===== config.mk =====
export PLATFORM = sky130hd
export DESIGN_NAME = pc_ctrl_flat
export DESIGN_NICKNAME = d
export VERILOG_FILES = /design/src/rtl/pc_ctrl_if.sv /design/src/rtl/pc_ctrl.sv /design/src/flat_wrapper.sv
export SDC_FILE = /design/constraint.sdc
export NUM_CORES = 1
export LEC_CHECK = 0
export BUFFER_PORTS_ARGS = -buffer_cell sky130_fd_sc_hd__buf_2
export CORE_AREA = 2 2 100 102
export DETAILED_ROUTE_END_ITERATION = 7
export DIE_AREA = 0 0 102 104
export RECOVER_POWER = 25
export SYNTH_ARGS = -nofsm -noshare
export SYNTH_HDL_FRONTEND = slang
export SYNTH_SLANG_ARGS = --single-unit

===== constraint.sdc =====
create_clock -name i_clk -period 4.55 [get_ports i_clk]
set_clock_uncertainty 0.1 [all_clocks]
set_input_delay 0.91 -clock i_clk [delete_from_list [all_inputs] [get_ports i_clk]]
set_output_delay 0.91 -clock i_clk [all_outputs]
set_load 0.03 [all_outputs]

===== src/rtl/pc_ctrl_if.sv =====
// pc_ctrl_if: branch-resolution handshake between the execute stage and the PC controller.
//   i_br_valid  - execute stage presents a resolved control-flow instruction
//   i_br_jump   - instruction is unconditional (JAL/JALR)
//   i_br_taken  - compare-unit result, ignored for jumps
//   i_br_target - redirect target address
//   o_br_ready  - PC controller accepts the presented branch this cycle
//   Signal prefixes are from the PC controller's point of view.
//   modport master: execute stage (drives payload, samples ready)
//   modport slave : PC controller (samples payload, drives ready)
interface pc_ctrl_if;
    logic        i_br_valid;
    logic        i_br_jump;
    logic        i_br_taken;
    logic [31:0] i_br_target;
    logic        o_br_ready;

    modport master (
        output i_br_valid,
        output i_br_jump,
        output i_br_taken,
        output i_br_target,
        input  o_br_ready
    );

    modport slave (
        input  i_br_valid,
        input  i_br_jump,
        input  i_br_taken,
        input  i_br_target,
        output o_br_ready
    );
endinterface


===== src/rtl/pc_ctrl.sv =====
// pc_ctrl: fetch PC sequencer with branch redirect, one-cycle flush, misalignment halt and statistics.
//   i_clk       - single clock, all state on the rising edge
//   i_rst_n     - synchronous active-low reset
//   i_stall     - fetch side cannot take a new PC this cycle
//   br          - branch handshake (pc_ctrl_if.slave)
//   o_pc        - current fetch PC
//   o_pc_valid  - o_pc is a fetch request (RUN only)
//   o_flush     - kill IF/ID instructions (FLUSH only)
//   o_misalign  - sticky misaligned-target fault
//   o_br_cnt    - saturating count of accepted branches
//   o_taken_cnt - saturating count of accepted redirects
module pc_ctrl #(
    parameter logic [31:0] RESET_PC = 32'h0000_0000,
    parameter int          CNT_W    = 16
) (
    input  logic             i_clk,
    input  logic             i_rst_n,
    input  logic             i_stall,
    pc_ctrl_if.slave         br,
    output logic [31:0]      o_pc,
    output logic             o_pc_valid,
    output logic             o_flush,
    output logic             o_misalign,
    output logic [CNT_W-1:0] o_br_cnt,
    output logic [CNT_W-1:0] o_taken_cnt
);
    typedef enum logic [1:0] {RUN, FLUSH, HALT} state_e;

    state_e           state_q, state_d;
    logic [31:0]      pc_q, pc_d;
    logic             misalign_q, misalign_d;
    logic [CNT_W-1:0] br_cnt_q, br_cnt_d;
    logic [CNT_W-1:0] taken_cnt_q, taken_cnt_d;
    logic             accept;
    logic             redirect;
    logic             tgt_misaligned;

    // Ready depends only on state, so the payload is never looked at outside RUN.
    assign br.o_br_ready   = (state_q == RUN);
    assign accept          = br.i_br_valid & br.o_br_ready;
    assign redirect        = accept & (br.i_br_jump | br.i_br_taken);
    assign tgt_misaligned  = |br.i_br_target[1:0];

    always_comb begin
        state_d    = state_q;
        pc_d       = pc_q;
        misalign_d = misalign_q;
        case (state_q)
            RUN: begin
                // A redirect wins over a stall: the old sequential stream is dead anyway.
                if (redirect) begin
                    if (tgt_misaligned) begin
                        state_d    = HALT;
                        misalign_d = 1'b1;
                    end else begin
                        state_d = FLUSH;
                        pc_d    = br.i_br_target;
                    end
                end else if (!i_stall) begin
                    pc_d = pc_q + 32'd4;
                end
            end
            FLUSH:   state_d = RUN;
            HALT:    state_d = HALT;
            default: state_d = RUN;
        endcase
    end

    // Counters stop at all-ones; misaligned redirects still count.
    assign br_cnt_d    = (accept && !(&br_cnt_q)) ? br_cnt_q + CNT_W'(1) : br_cnt_q;
    assign taken_cnt_d = (redirect && !(&taken_cnt_q)) ? taken_cnt_q + CNT_W'(1) : taken_cnt_q;

    always_ff @(posedge i_clk) begin
        if (!i_rst_n) begin
            state_q     <= RUN;
            pc_q        <= RESET_PC;
            misalign_q  <= 1'b0;
            br_cnt_q    <= '0;
            taken_cnt_q <= '0;
        end else begin
            state_q     <= state_d;
            pc_q        <= pc_d;
            misalign_q  <= misalign_d;
            br_cnt_q    <= br_cnt_d;
            taken_cnt_q <= taken_cnt_d;
        end
    end

    assign o_pc        = pc_q;
    assign o_pc_valid  = (state_q == RUN);
    assign o_flush     = (state_q == FLUSH);
    assign o_misalign  = misalign_q;
    assign o_br_cnt    = br_cnt_q;
    assign o_taken_cnt = taken_cnt_q;
endmodule


===== src/flat_wrapper.sv =====
// flat-port wrapper written by rule: the top's interface ports become plain ports
module pc_ctrl_flat 
#(
    parameter logic [31:0] RESET_PC = 32'h0000_0000,
    parameter int          CNT_W    = 16
)
  (i_clk, i_rst_n, i_stall, o_pc, o_pc_valid, o_flush, o_misalign, o_br_cnt, o_taken_cnt, br_i_br_valid, br_i_br_jump, br_i_br_taken, br_i_br_target, br_o_br_ready);
  pc_ctrl_if br_i ();
  input  logic i_clk;
  input  logic i_rst_n;
  input  logic i_stall;
  output logic [31:0] o_pc;
  output logic o_pc_valid;
  output logic o_flush;
  output logic o_misalign;
  output logic [CNT_W-1:0] o_br_cnt;
  output logic [CNT_W-1:0] o_taken_cnt;
  input wire logic [$bits(br_i.i_br_valid)-1:0] br_i_br_valid;
  input wire logic [$bits(br_i.i_br_jump)-1:0] br_i_br_jump;
  input wire logic [$bits(br_i.i_br_taken)-1:0] br_i_br_taken;
  input wire logic [$bits(br_i.i_br_target)-1:0] br_i_br_target;
  output wire logic [$bits(br_i.o_br_ready)-1:0] br_o_br_ready;
  assign br_i.i_br_valid = br_i_br_valid;
  assign br_i.i_br_jump = br_i_br_jump;
  assign br_i.i_br_taken = br_i_br_taken;
  assign br_i.i_br_target = br_i_br_target;
  assign br_o_br_ready = br_i.o_br_ready;
  pc_ctrl #(.RESET_PC(RESET_PC), .CNT_W(CNT_W)) u_core (.i_clk(i_clk), .i_rst_n(i_rst_n), .i_stall(i_stall), .br(br_i), .o_pc(o_pc), .o_pc_valid(o_pc_valid), .o_flush(o_flush), .o_misalign(o_misalign), .o_br_cnt(o_br_cnt), .o_taken_cnt(o_taken_cnt));
endmodule

==> results by group <==
STA
  – Fin Setup TNS: 0 ps
  – Final hold violations: 0
  – Slew at the pin with the worst max-slew slack: about 1200 ps
  – Final min period: ~2700 ps
  – Period Utilization, post-route: 0.602
  – Max Fclk: 0.365 GHz
  – Setup Viol. Count Final: 0
  – Max Slew Vio Count: 0
  – Setup slack after layout: 1810 ps
  – RSZ-0062 raised after global routing: no
  – Slew HR: 0.168

Floorplan
  – Row count: 36
  – Die extent in x: roughly 100 um
  – Die H: around 100 um
  – Die Footprint: between 10,000 and 15,000 sq um
  – Starting density of the core: 0.387
  – I/O pin cnt: 106
  – Total core area: about 9500 sq um

Cells and area
  – Layout cells sized above 1: 0.200
  – Cell Count, Final, Fillers Out: slightly below 700
  – Final core occ: 0.466
  – Final nets: just under 600
  – Fillers: roughly 1,000
  – Commonest cells after routing, fill and taps aside: buf_2, dfxtp_1, nor2_1, nand2_1, clkbuf_1
  – Commonest non-fill, non-tap cell in the layout: buf_2
  – Ant diodes: 0
  – P&R area growth vs syn: 20.5%

Logic synthesis
  – Most area-hungry cell type in the Yosys netlist: dfxtp_1
  – Register bit total from synthesis: 67
  – Synth Cell Area: between 3000 and 4000 sq um
  – Largest cells by area after synthesis: dfxtp_1, nor2_1, nand3_1, nand2_1, xnor2_1
  – Post-synth top area share: 0.363
  – Post-Synthesis Cells: about 450
  – Sequential share of the synthesized area: 0.363
  – Compound-gate portion of the synthesized area: 0.185
  – Post-Synth Simple-Gate Area: 0.319
  – Mux cell area share after synthesis: 0.0196
  – Synth Area in XOR/XNOR: 0.0593
  – Synthesized area per cell: around 8 sq um
  – Synth cell types: 74
  – Post-synth EDFFs: 0
  – Main combinational cell family by area after synthesis: simple AND/OR/NAND/NOR gates
  – Synthesis Warnings: 0
  – Synthesized Nets: approximately 500
  – Asr flop ratio synth: 0
  – Most used DFF post-synth: dfxtp_1
  – Synth Area in Adders: 0.0102

Routing
  – # DRC: 0
  – WL per Instance: approximately 16 um
  – WL final: between 10,000 and 15,000 um
  – Starting DRT DRC Count: 224
  – Initial DRT Pass Iterations: 4
  – Via/cell ratio: between 5 and 6
  – Final ANT Viol Nets: 0
  – Via count: approximately 3,800

Clock network
  – CTS clk-pin slew, worst paths: about 80 ps
  – CTS Buffer Depth: 2
  – Post-cts repair resize count: 0
  – Setup Buffers After CTS: 0
  – CTS Sinks: 67
  – CTS HTree Levels: 3
  – Clock Latency Late Sink: approximately 350 ps
  – CTS Hold Bufs: 0
  – CTS root buffer: clkbuf_8
  – TritonCTS clock tree: done
  – Total CTS buffers: 9

Critical path
  – Worst Path Buf+Inv: 1
  – Crit path DAT: approximately 2900 ps
  – CP max FO: 23
  – Slowest cell on crit path: nand2_1
  – Worst EP required: approximately 4700 ps
  – Crit-path cells: buf_2, nor3b_4, nand2_1, a211o_1, or3_1, a21oi_1
  – CP max stage delay: about 590 ps
  – Crit path max-delay family: simple AND/OR/NAND/NOR gates
  – WS Path Type: primary input to flip-flop
  – Crit path launch type: primary input
  – Reg2reg start: u_core.o_pc[9]$_SDFFE_PN0P_
  – CP startpoint: br_i_br_valid
  – CP endpoint kind: flip-flop

GRT
  – Initial antenna violation count: 0
  – First-pass GRT wire length: 17,500 um
  – Largest net degree at the start of global routing: 47
  – GRT Total Usage: 0.207
  – Vias in the first global route: around 3,500
  – Total gr overflow: 0

Run status
  – Outcome: complete, no violations

Hold path
  – Worst hold path class: flip-flop to flip-flop
  – Hold_sp: u_core.o_misalign$_SDFFE_PN0P_

Place
  – I/O Buffers: approximately 110
  – Inst Count DP: 663
  – Worst slack, placed: 1460 ps
  – Detailed placement HPWL: about 7600 um
  – RD Place Congestion: about 0.81

Power
  – PwrDens: about 310 nW/um^2
  – Tot Pwr: between 0.001 and 0.0015 W
  – Leakage: approximately 1.6 nW
  – Maximum VDD drop: roughly 170 uV

Job
  – Maxcap violations: 0
## final timing paths
kind,to,slack (ps),depth (start not counted)
setup / recovery,u_core.o_taken_cnt[9]$_SDFFE_PN0P_,1810,6
hold / removal,u_core.o_misalign$_SDFFE_PN0P_,370,2
hold reg to reg,u_core.o_misalign$_SDFFE_PN0P_,370,2
setup reg to reg,u_core.o_pc[31]$_SDFFE_PN0P_,1860,5
## kinds of logic (layout without fill, tap and decap cells)
| kind of cell | after synthesis | after routing |
|---|---|---|
| xor gates and xnor gates | 25 | 25 |
| buffers and inverters | 35 | 130 |
| and+or+nand+nor | 214 | 214 |
| AOI/OAI and AO/OA | 100 | 100 |
| DFF | 67 | 67 |
| muxes | 7 | 7 |
| adders and majority gates | 3 | 3 |
## worst register-to-register path: cells and delay by family (launching register included)
| family | cells | cell delay [ps] |
|---|---|---|
| flip-flops | 1 | 470 |
| AND/OR/NAND/NOR | 5 | 2060 |
## where the power goes
group | internal (W) | total, W | switching (W)
Combinational | 0.0000585 | 0.000191 | 0.000133
Clock | 0.000323 | 0.000569 | 0.000246
Sequential | 0.000605 | 0.000635 | 0.0000291
Total | 0.000987 | 0.00139 | 0.000408
## routing by layer
layer	up-vias	wire length (um)	GRT usage
met1	1798	4970	0.289
li1	1843	-	-
met2	122	5050	0.316
met5	-	0	0
met3	12	694	0.0349
met4	0	184	0.0848
## state kept, by name (all words and copies together) (netlist names)
register            count
u_core.o_br_cnt        16
u_core.state_q          2
u_core.o_pc            32
u_core.o_taken_cnt     16
u_core.o_misalign       1
## cell type report
cell class	count	area, sq um	area share
Multi-Input combinational cell	349	2190	0.492
Sequential cell	67	1340	0.301
Timing Repair Buffer	107	499	0.112
Tap cell	133	166	0.0374
Clock buffer	10	138	0.0309
Clock inverter	6	88.8	0.0200
Inverter	7	26.3	0.00591
## stage by stage
step	instance area [sq um]	hold slack, ps
final	4450	374
after global routing	4450	406
after CTS	4490	374
after detailed placement	4260	354
after global placement	4260	351
after floorplan	3690	460
## synthesized netlist by cell type (2+ instances only)
master / number
a21oi_1: 21
buf_4: 2
mux2_1: 2
buf_2: 13
nand2_1: 41
dfxtp_1: 67
inv_1: 6
o21bai_1: 2
nor3_2: 3
a32oi_1: 2
o211ai_1: 4
o21a_1: 3
o31ai_1: 2
xnor2_1: 14
clkbuf_1: 12
a21o_1: 2
nor3_1: 7
nor4_2: 3
mux2i_1: 5
nand3_1: 31
nor4_1: 5
xor2_1: 11
o21ai_0: 16
nor2_1: 52
nand4_1: 15
nand2b_1: 2
nand4b_1: 4
a311oi_1: 4
and3_1: 15
a22oi_1: 3
nor4b_2: 2
a31oi_1: 6
o221a_1: 2
o21ai_1: 6
ha_1: 3
a211oi_1: 6
a211oi_2: 2
o22ai_1: 3
and4_1: 7
and2_1: 7
or3_1: 4
nand3_2: 2
Note: power is estimated with default switching activity, not from simulation.
